<file path="config.mk">
export PLATFORM = sky130hd
export DESIGN_NAME = mult_pp_accumulator
export DESIGN_NICKNAME = d
export VERILOG_FILES = /design/src/rtl/mult_pkg.sv /design/src/rtl/pp_aligner.sv /design/src/rtl/mult_pp_accumulator.sv
export SDC_FILE = /design/constraint.sdc
export NUM_CORES = 1
export LEC_CHECK = 0
export ABC_AREA = 1
export CAP_MARGIN = 20
export CORE_UTILIZATION = 29
export DETAILED_ROUTE_END_ITERATION = 6
export MAX_ROUTING_LAYER = met4
export SLEW_MARGIN = 0
export SYNTH_ARGS = -nofsm -noshare
export SYNTH_HDL_FRONTEND = slang
export SYNTH_SLANG_ARGS = --single-unit
</file>
<file path="constraint.sdc">
create_clock -name clk -period 2.2 [get_ports clk]
set_clock_uncertainty 0.15 [all_clocks]
set_input_delay 0.22 -clock clk [delete_from_list [all_inputs] [get_ports clk]]
set_output_delay 0.22 -clock clk [all_outputs]
set_load 0.02 [all_outputs]
</file>
<file path="src/rtl/mult_pkg.sv">
// Shared types and constants for the sequential 8x8 multiplier's partial-product path.
package mult_pkg;

  localparam int NIB_DEF = 4;

  typedef enum logic [1:0] {
    IDLE  = 2'd0,
    ACCUM = 2'd1,
    HOLD  = 2'd2
  } state_t;

  localparam logic [1:0] STEP_LL = 2'd0;
  localparam logic [1:0] STEP_LH = 2'd1;
  localparam logic [1:0] STEP_HL = 2'd2;
  localparam logic [1:0] STEP_HH = 2'd3;

  // Cross terms share the single-nibble weight; hi*hi carries two nibbles.
  function automatic int unsigned pp_shift(input logic [1:0] idx, input int unsigned nib);
    case (idx)
      STEP_LL: pp_shift = 0;
      STEP_LH: pp_shift = nib;
      STEP_HL: pp_shift = nib;
      default: pp_shift = 2 * nib;
    endcase
  endfunction

endpackage

</file>
<file path="src/rtl/pp_aligner.sv">
// Zero-extends a partial product to product width and weights it by its step index.
module pp_aligner
  import mult_pkg::*;
#(
  parameter int NIB = NIB_DEF
) (
  input  logic [2*NIB-1:0] pp_data,
  input  logic [1:0]       pp_idx,
  output logic [4*NIB-1:0] term
);

  logic [4*NIB-1:0] w_ext;

  assign w_ext = {{(2*NIB){1'b0}}, pp_data};
  assign term  = w_ext << pp_shift(pp_idx, NIB);

endmodule

</file>
<file path="src/rtl/mult_pp_accumulator.sv">
// Accumulates the four ordered partial products of a sequential multiply and
// presents the finished product on a valid/ready handshake.
module mult_pp_accumulator
  import mult_pkg::*;
#(
  parameter int NIB = NIB_DEF
) (
  input  logic             clk,
  input  logic             aclr_n,
  input  logic             start,
  input  logic             pp_valid,
  input  logic [1:0]       pp_idx,
  input  logic [2*NIB-1:0] pp_data,
  output logic             prod_valid,
  input  logic             prod_ready,
  output logic [4*NIB-1:0] product,
  output logic             busy,
  output logic             seq_err
);

  state_t           r_state;
  logic [4*NIB-1:0] r_acc;
  logic [1:0]       r_exp_idx;
  logic [4*NIB-1:0] r_prod;
  logic             r_prod_valid;
  logic             r_busy;
  logic             r_seq_err;

  logic [4*NIB-1:0] w_term;
  logic [4*NIB-1:0] w_sum;

  pp_aligner #(.NIB(NIB)) u_aligner (
    .pp_data (pp_data),
    .pp_idx  (pp_idx),
    .term    (w_term)
  );

  // Carry-out is dropped: four valid nibble products always fit.
  assign w_sum = r_acc + w_term;

  always_ff @(posedge clk or negedge aclr_n) begin
    if (!aclr_n) begin
      r_state      <= IDLE;
      r_acc        <= '0;
      r_exp_idx    <= STEP_LL;
      r_prod       <= '0;
      r_prod_valid <= 1'b0;
      r_busy       <= 1'b0;
      r_seq_err    <= 1'b0;
    end else begin
      case (r_state)
        IDLE: begin
          if (start) begin
            r_state   <= ACCUM;
            r_acc     <= '0;
            r_exp_idx <= STEP_LL;
            r_seq_err <= 1'b0;
            r_busy    <= 1'b1;
          end
        end
        ACCUM: begin
          // A restart wins over any beat presented in the same cycle.
          if (start) begin
            r_acc     <= '0;
            r_exp_idx <= STEP_LL;
          end else if (pp_valid) begin
            if (pp_idx == r_exp_idx) begin
              if (pp_idx == STEP_HH) begin
                r_prod       <= w_sum;
                r_prod_valid <= 1'b1;
                r_busy       <= 1'b0;
                r_state      <= HOLD;
              end else begin
                r_acc     <= w_sum;
                r_exp_idx <= r_exp_idx + 2'd1;
              end
            end else begin
              r_seq_err <= 1'b1;
              r_acc     <= '0;
              r_exp_idx <= STEP_LL;
              r_busy    <= 1'b0;
              r_state   <= IDLE;
            end
          end
        end
        HOLD: begin
          if (prod_ready) begin
            r_prod_valid <= 1'b0;
            r_state      <= IDLE;
          end
        end
        default: begin
          r_state      <= IDLE;
          r_prod_valid <= 1'b0;
          r_busy       <= 1'b0;
        end
      endcase
    end
  end

  assign prod_valid = r_prod_valid;
  assign product    = r_prod;
  assign busy       = r_busy;
  assign seq_err    = r_seq_err;

endmodule

</file>
**After elaboration in Yosys (flattened, before gate mapping)**

Cells that the tools add are included.
W data, S select, Z words.

- Flip-flop bits (word level): 39
- Output and inout bits: 19
- Word-level logic and storage cells: 76

- Add/sub/neg operators: 2
- Equal/unequal tests: 16
- Shift operators: 1
- Mux-type cells: 37
- Bitwise gates (word level): 3
- Reduce and logical (&&, ||, !) cells: 10

Operator list:

| operator | count |
|---|---|
| $mux W16 | 5 |
| $pmux W16 S2 | 1 |
| $mux W2 | 11 |
| $reduce_and A5 Y1 | 4 |
| $add A16 B16 Y16 | 1 |
| $shl A8 B4 Y16 | 1 |
| $mux W1 | 14 |
| $ne A2 B2 Y1 const B | 7 |
| $pmux W4 S2 | 1 |
| $eq A2 B2 Y1 const B | 3 |
| $ne A3 B3 Y1 const B | 2 |
| $pmux W1 S3 | 2 |
| $pmux W2 S3 | 1 |
| $reduce_and A6 Y1 | 1 |
| $eq A2 B1 Y1 const B | 2 |
| $logic_not A2 Y1 | 2 |
| $ne A4 B4 Y1 const B | 1 |
| $pmux W2 S2 | 1 |
| $reduce_and A4 Y1 | 1 |
| $not A1 Y1 | 3 |
| $add A2 B1 Y2 const B | 1 |
| $eq A2 B2 Y1 | 1 |
| $pmux W1 S2 | 1 |
| $reduce_bool A2 Y1 | 1 |
| $reduce_or A2 Y1 | 1 |

**Logic depth before layout (Yosys ltp)**

- Depth after elaboration: 10
- Gate-level depth with buffers: 17

**Cells and area by module**

Synthesis repeated with hierarchy kept, for this count alone.

- Cells, all modules: 418
- Area total of the unflattened synthesis: 2792.7 µm²

By module, submodules not included:

| module | times used | cells an instance | area an instance (µm²) | sequential area each (µm²) |
|---|---|---|---|---|
| mult_pp_accumulator | 1 | 368 | 2563.7 | 975.9 |
| pp_aligner | 1 | 50 | 229.0 | 0.0 |

**Least setup slack after synthesis**

Ideal clock, no wire load.

- Path type: input to register
- Start point: input port pp_idx[0]
- End point: register r_prod[10] (netlist: product[10])
- Library setup time: 0.117 ns
- Data arrival time: 2.135 ns
- Required time: 1.933 ns
- Setup slack: -0.201 ns
- Stages: 17
- Cell sequence: ha_1 buf_2 or2_2 clkbuf_1 nor2_1 ha_1 fa_1 nand2_1 nand2_1 nand3_1 nand2_1 nand2_1 nand2_1 nand2_1 nand2_1 nand2_1 nand2_1

- Cells in the longest elaborated chain, start to end: 5
- Elaborated cells between the ends (all ways): 10
- Those cells by class: add/sub (1); eq/ne (4); shift (1); mux (1); reduce/logical (3)

Ends and longest elaborated chain:

| item | line | source |
|---|---|---|
| start, declared | mult_pp_accumulator.sv:12 | `input logic [1:0] pp_idx,` |
| $eq A2 B1 Y1 or $eq A2 B2 Y1 (tied branches) | mult_pkg.sv:19 | `case (idx)` |
| $reduce_or A2 Y1 (no source line) | -- |  |
| $pmux W4 S2 | mult_pkg.sv:19 |  |
| $shl A8 B4 Y16 | pp_aligner.sv:15 | `assign term = w_ext << pp_shift(pp_idx, NIB);` |
| $add A16 B16 Y16 | mult_pp_accumulator.sv:39 | `assign w_sum = r_acc + w_term;` |
| end signal, assigned | mult_pp_accumulator.sv:69 | `r_prod <= w_sum;` |
| end, declared | mult_pp_accumulator.sv:24 | `logic [4*NIB-1:0] r_prod;` |

Parallel ways exist; a longest one is shown, timed or not.
A chain may end at the register's enable or synchronous reset.

**Worst setup path after layout**

- Start point: input port pp_idx[0]
- End point: register r_prod[15] (netlist: product[15])

The elaborated chain is that of the path after synthesis.

==> impl.org <==
** Global route
- Global-route total usage across every layer :: 16.9%
- The via count of the first global-routing pass is 2790.
- The first global-routing pass estimated 13000 microns of wire.
- For this run the aggregate overflow at the end of global routing stands at 0.
- The initial antenna violation count came to 0.
- Maximum number of pins on one net before global-route repair :: 40

** STA
- Max Freq :: 0.485 GHz
- Number of failing hold endpoints at the final stage :: 0
- Number of failing setup endpoints in the final timing report :: 0
- For the pin with the worst max-slew slack, the measured transition is 0.534 ns.
- Setup slack closes at 0.138 ns.
- Final Slew Violations :: 0
- Hold Worst Slack :: 0.332 ns
- Fin crit share :: 93.7%
- Final worst path period need :: 2.06 ns
- Headroom to the max-slew limit came out at 64.4%.

** Route
- First-pass detailed-route iteration total :: 4
- Remaining design rule violation count :: 0
- The detail route stage leaves a number of antenna-violating nets equal to 0.
- Initial DRC count :: 118
- The final layout contains routed wiring with a total length of 7800 microns.
- Vias per std cell :: 4.44
- Via Count :: 2773
- Routed wire per std cell :: 12.5 microns

** Layout
- Compared with the post-synthesis result, the final layout area differs by 41.1%.
- Leaving out fill and tap cells, the most frequent cell in the layout is sky130_fd_sc_hd__nand2_1.
- Number of nets in the finished design :: 527
- In the final layout, the share of cells above drive strength 1 is 24.4%.
- Leaving out fill and tap cells, the most frequent cells in the layout are sky130_fd_sc_hd__nand2_1 (160), sky130_fd_sc_hd__inv_1 (62), sky130_fd_sc_hd__buf_4 (45).
- 0 antenna diodes ended up in the layout.

** Floorplanning
- Die area :: 0.0101 sq mm
- The core region is 0.00928 sq mm.
- The floorplan step set the die width to 100 microns.
- Die Y :: 100 microns
- Top-Level Pins :: 34
- Floorplan row count :: 35
- For this configuration, the core starts out at a cell density of 30.2%.

** Critical path
- Biggest cell delay along the critical path :: 0.34 ns
- CP Depth :: 15
- STA classifies the critical path startpoint as an input pin.
- Among the stages of the critical path, the cell type that occurs most often is sky130_fd_sc_hd__nand2_1.
- STA puts the critical path data arrival time at 2.10 ns.
- Category of the worst setup path capture point :: flip-flop
- Top Family by Delay on Critical Path :: simple AND/OR/NAND/NOR gates
- Worst Path Max Fanout :: 6
- Setup CP Type :: in2reg
- Crit-path slowest cell :: sky130_fd_sc_hd__ha_1
- Traced cell by cell, the critical path runs through clkbuf_2 -> ha_4 -> buf_4 -> o21ai_2 -> nor2_1 -> ha_1 -> nand2_1 -> nor2_2 -> nand3_1 -> nand2_2 -> nand2_1 -> nand2_1 -> nand2_1 -> nand3_1 -> nand2_1.
- Worst endpoint required time :: 2.24 ns
- Worst r2r path cells :: 8
- Counting both buffers and inverters, the worst setup path holds a total of 2.

** Synth
- Number of enable-type register cells in the synthesized netlist :: 0
- After synthesis, the largest family of logic cells by area is simple AND/OR/NAND/NOR gates.
- Sequential elements use 34.8% of the synthesized area.
- Post-synth net total :: 446
- Syn Area/Cell :: 6.77 sq um
- The synthesized netlist devotes 2.77% of its cell area to XOR and XNOR gates.
- Post-synthesis adder-cell area fraction :: 7.86%
- The portion of synthesized area spent on multiplexers is 0%.
- Largest area contributor in the netlist :: sky130_fd_sc_hd__dfrtp_1
- The synthesized design contains 39 register bits.
- Post-Synth Simple-Gate Area :: 36.7%
- The most used flip-flop cell after synthesis is sky130_fd_sc_hd__dfrtp_1.
- Yosys mapped the design onto 32 distinct sky130hd cell types.
- For this run, asynchronously set or reset flops after synthesis account for 100%.
- Yosys top cell area share :: 34.8%
- Synth Area in Compound Gates :: 7.32%
- After technology mapping, the gate count stands at 414.
- Yosys attributes the largest share of cell area to sky130_fd_sc_hd__dfrtp_1 (35%), sky130_fd_sc_hd__nand2_1 (23%), sky130_fd_sc_hd__inv_1 (8.6%).
- In this run the cell area of the synthesized design comes to 0.00280 sq mm.
- The Yosys step of the flow raised 0 warnings.

** Placed design
- Detail Placement HPWL :: 5900 microns
- Port buffer count :: 33
- GP Congestion :: 0.980
- Placement Setup Slack :: -0.743 ns

** Clock tree
- Clock tree synthesis found a total of 39 sinks.
- Clock root cell :: sky130_fd_sc_hd__clkbuf_8
- Max H-tree Level :: 2
- Number of buffers on the longest clock path :: 2
- The number of clock buffers added by TritonCTS is 5.
- TritonCTS built the clock tree.
- Clock insertion delay at the later pin of the skew report :: 0.29 ns
- Clock-pin slew was measured on the worst setup and hold paths at 0.08 ns.

** Pwr
- Dividing total power by cell area gives a power density of 727 mW/mm^2.
- Static Leak :: 2.10 nW
- Worst voltage drop across the vdd grid :: 253 uV

** Worst hold path
- Hold Path Depth :: 2
- The tightest min-delay check is of the reg2reg type.

** Job
- The tool flagged a number of max-cap violations equal to 0.

** Outcome
- The run finished with clean final reports.
[registers in the layout (all words and copies together) (netlist names)]
name / count
r_state: 2
product: 16
prod_valid: 1
busy: 1
seq_err: 1
r_exp_idx: 2
r_acc: 16
[final cells by class]
type	count	area, sq um
well taps	129	161
clock buffers	7	76.3
inverters	65	244
repair buffers	81	706
multi-input cells	303	1790
fillers	950	5330
flip-flops and latches	39	976
clock inverters	1	5.00
[what timing repair did]
action	in CTS	in global routing
pin swaps	8	13
hold buffers	1	0
setup buffers	6	2
setup endpoints to repair	29	23
hold endpoints to repair	39	0
resized for setup	34	29
[final timing paths]
kind	start	endpoint	slack, ns
max	pp_idx[0]	product[15]	0.14
min	product[6]	product[6]	0.33
max reg2reg	r_acc[0]	r_acc[8]	0.32
min reg2reg	product[6]	product[6]	0.33
max in group asynchronous	aclr_n	r_acc[14]	1.16
min in group asynchronous	aclr_n	r_acc[0]	0.37
[synthesized netlist by cell type, types with 2 or more instances]
cell type                  number
sky130_fd_sc_hd__a21oi_1       11
sky130_fd_sc_hd__a31oi_1        2
sky130_fd_sc_hd__and2_1         3
sky130_fd_sc_hd__buf_2          2
sky130_fd_sc_hd__buf_6          3
sky130_fd_sc_hd__clkbuf_1       2
sky130_fd_sc_hd__dfrtp_1       39
sky130_fd_sc_hd__ha_1          16
sky130_fd_sc_hd__inv_1         64
sky130_fd_sc_hd__nand2_1      171
sky130_fd_sc_hd__nand2_2        2
sky130_fd_sc_hd__nand3_1       26
sky130_fd_sc_hd__nand4_1        3
sky130_fd_sc_hd__nor2_1        27
sky130_fd_sc_hd__nor2_2         2
sky130_fd_sc_hd__o21ai_0       15
sky130_fd_sc_hd__o21ai_2        5
sky130_fd_sc_hd__or2_2          2
sky130_fd_sc_hd__xnor2_1        3
sky130_fd_sc_hd__xor2_1         4
[metrics by stage]
step                utilization [%]  power (W)  cell area, sq um  std cells  TNS (ns)
CTS                            41.5    0.00285              3850        624         0
finish                         42.6    0.00287              3950        625         0
global route                   42.6    0.00308              3950        625   -0.0238
floorplan                         -    0.00173              2850        414         0
detailed placement             38.7    0.00229              3590        609    -16.86
global placement               38.7    0.00227              3590        609    -16.31
[power by group]
part           switching (W)  leakage [nW]  internal [W]
Combinational       0.000747          1.53      0.000655
Clock               0.000250        0.0422      0.000223
Sequential          0.000121         0.528      0.000877
[logic make-up (layout without fill, tap and decap cells)]
kind of cell / Yosys count / count (layout)
AO/OA/AOI/OAI: 36 / 36
flip-flops: 39 / 39
XOR/XNOR: 8 / 8
buffers and inverters: 72 / 154
AND/OR/NAND/NOR: 242 / 242
adder cells (fa/ha/maj): 17 / 17
[metal layers]
metal  GRT usage (%)  vias to the layer above  wire length, microns
met5               -                        -                     0
met4            3.90                        0                   122
met3            2.65                       10                   287
met2            28.9                       51                  3780
met1            21.0                     1279                  3610
li1                -                     1433                     -
[worst reg2reg max path: cells and delay by family (launching register included)]
kind / cells / cell delay [ns]
compound gates: 1 / 0.10
xor+xnor: 1 / 0.19
fa+ha+maj: 2 / 0.57
flops: 1 / 0.40
simple gates: 4 / 0.36
Power figures use the tool's default switching activity.
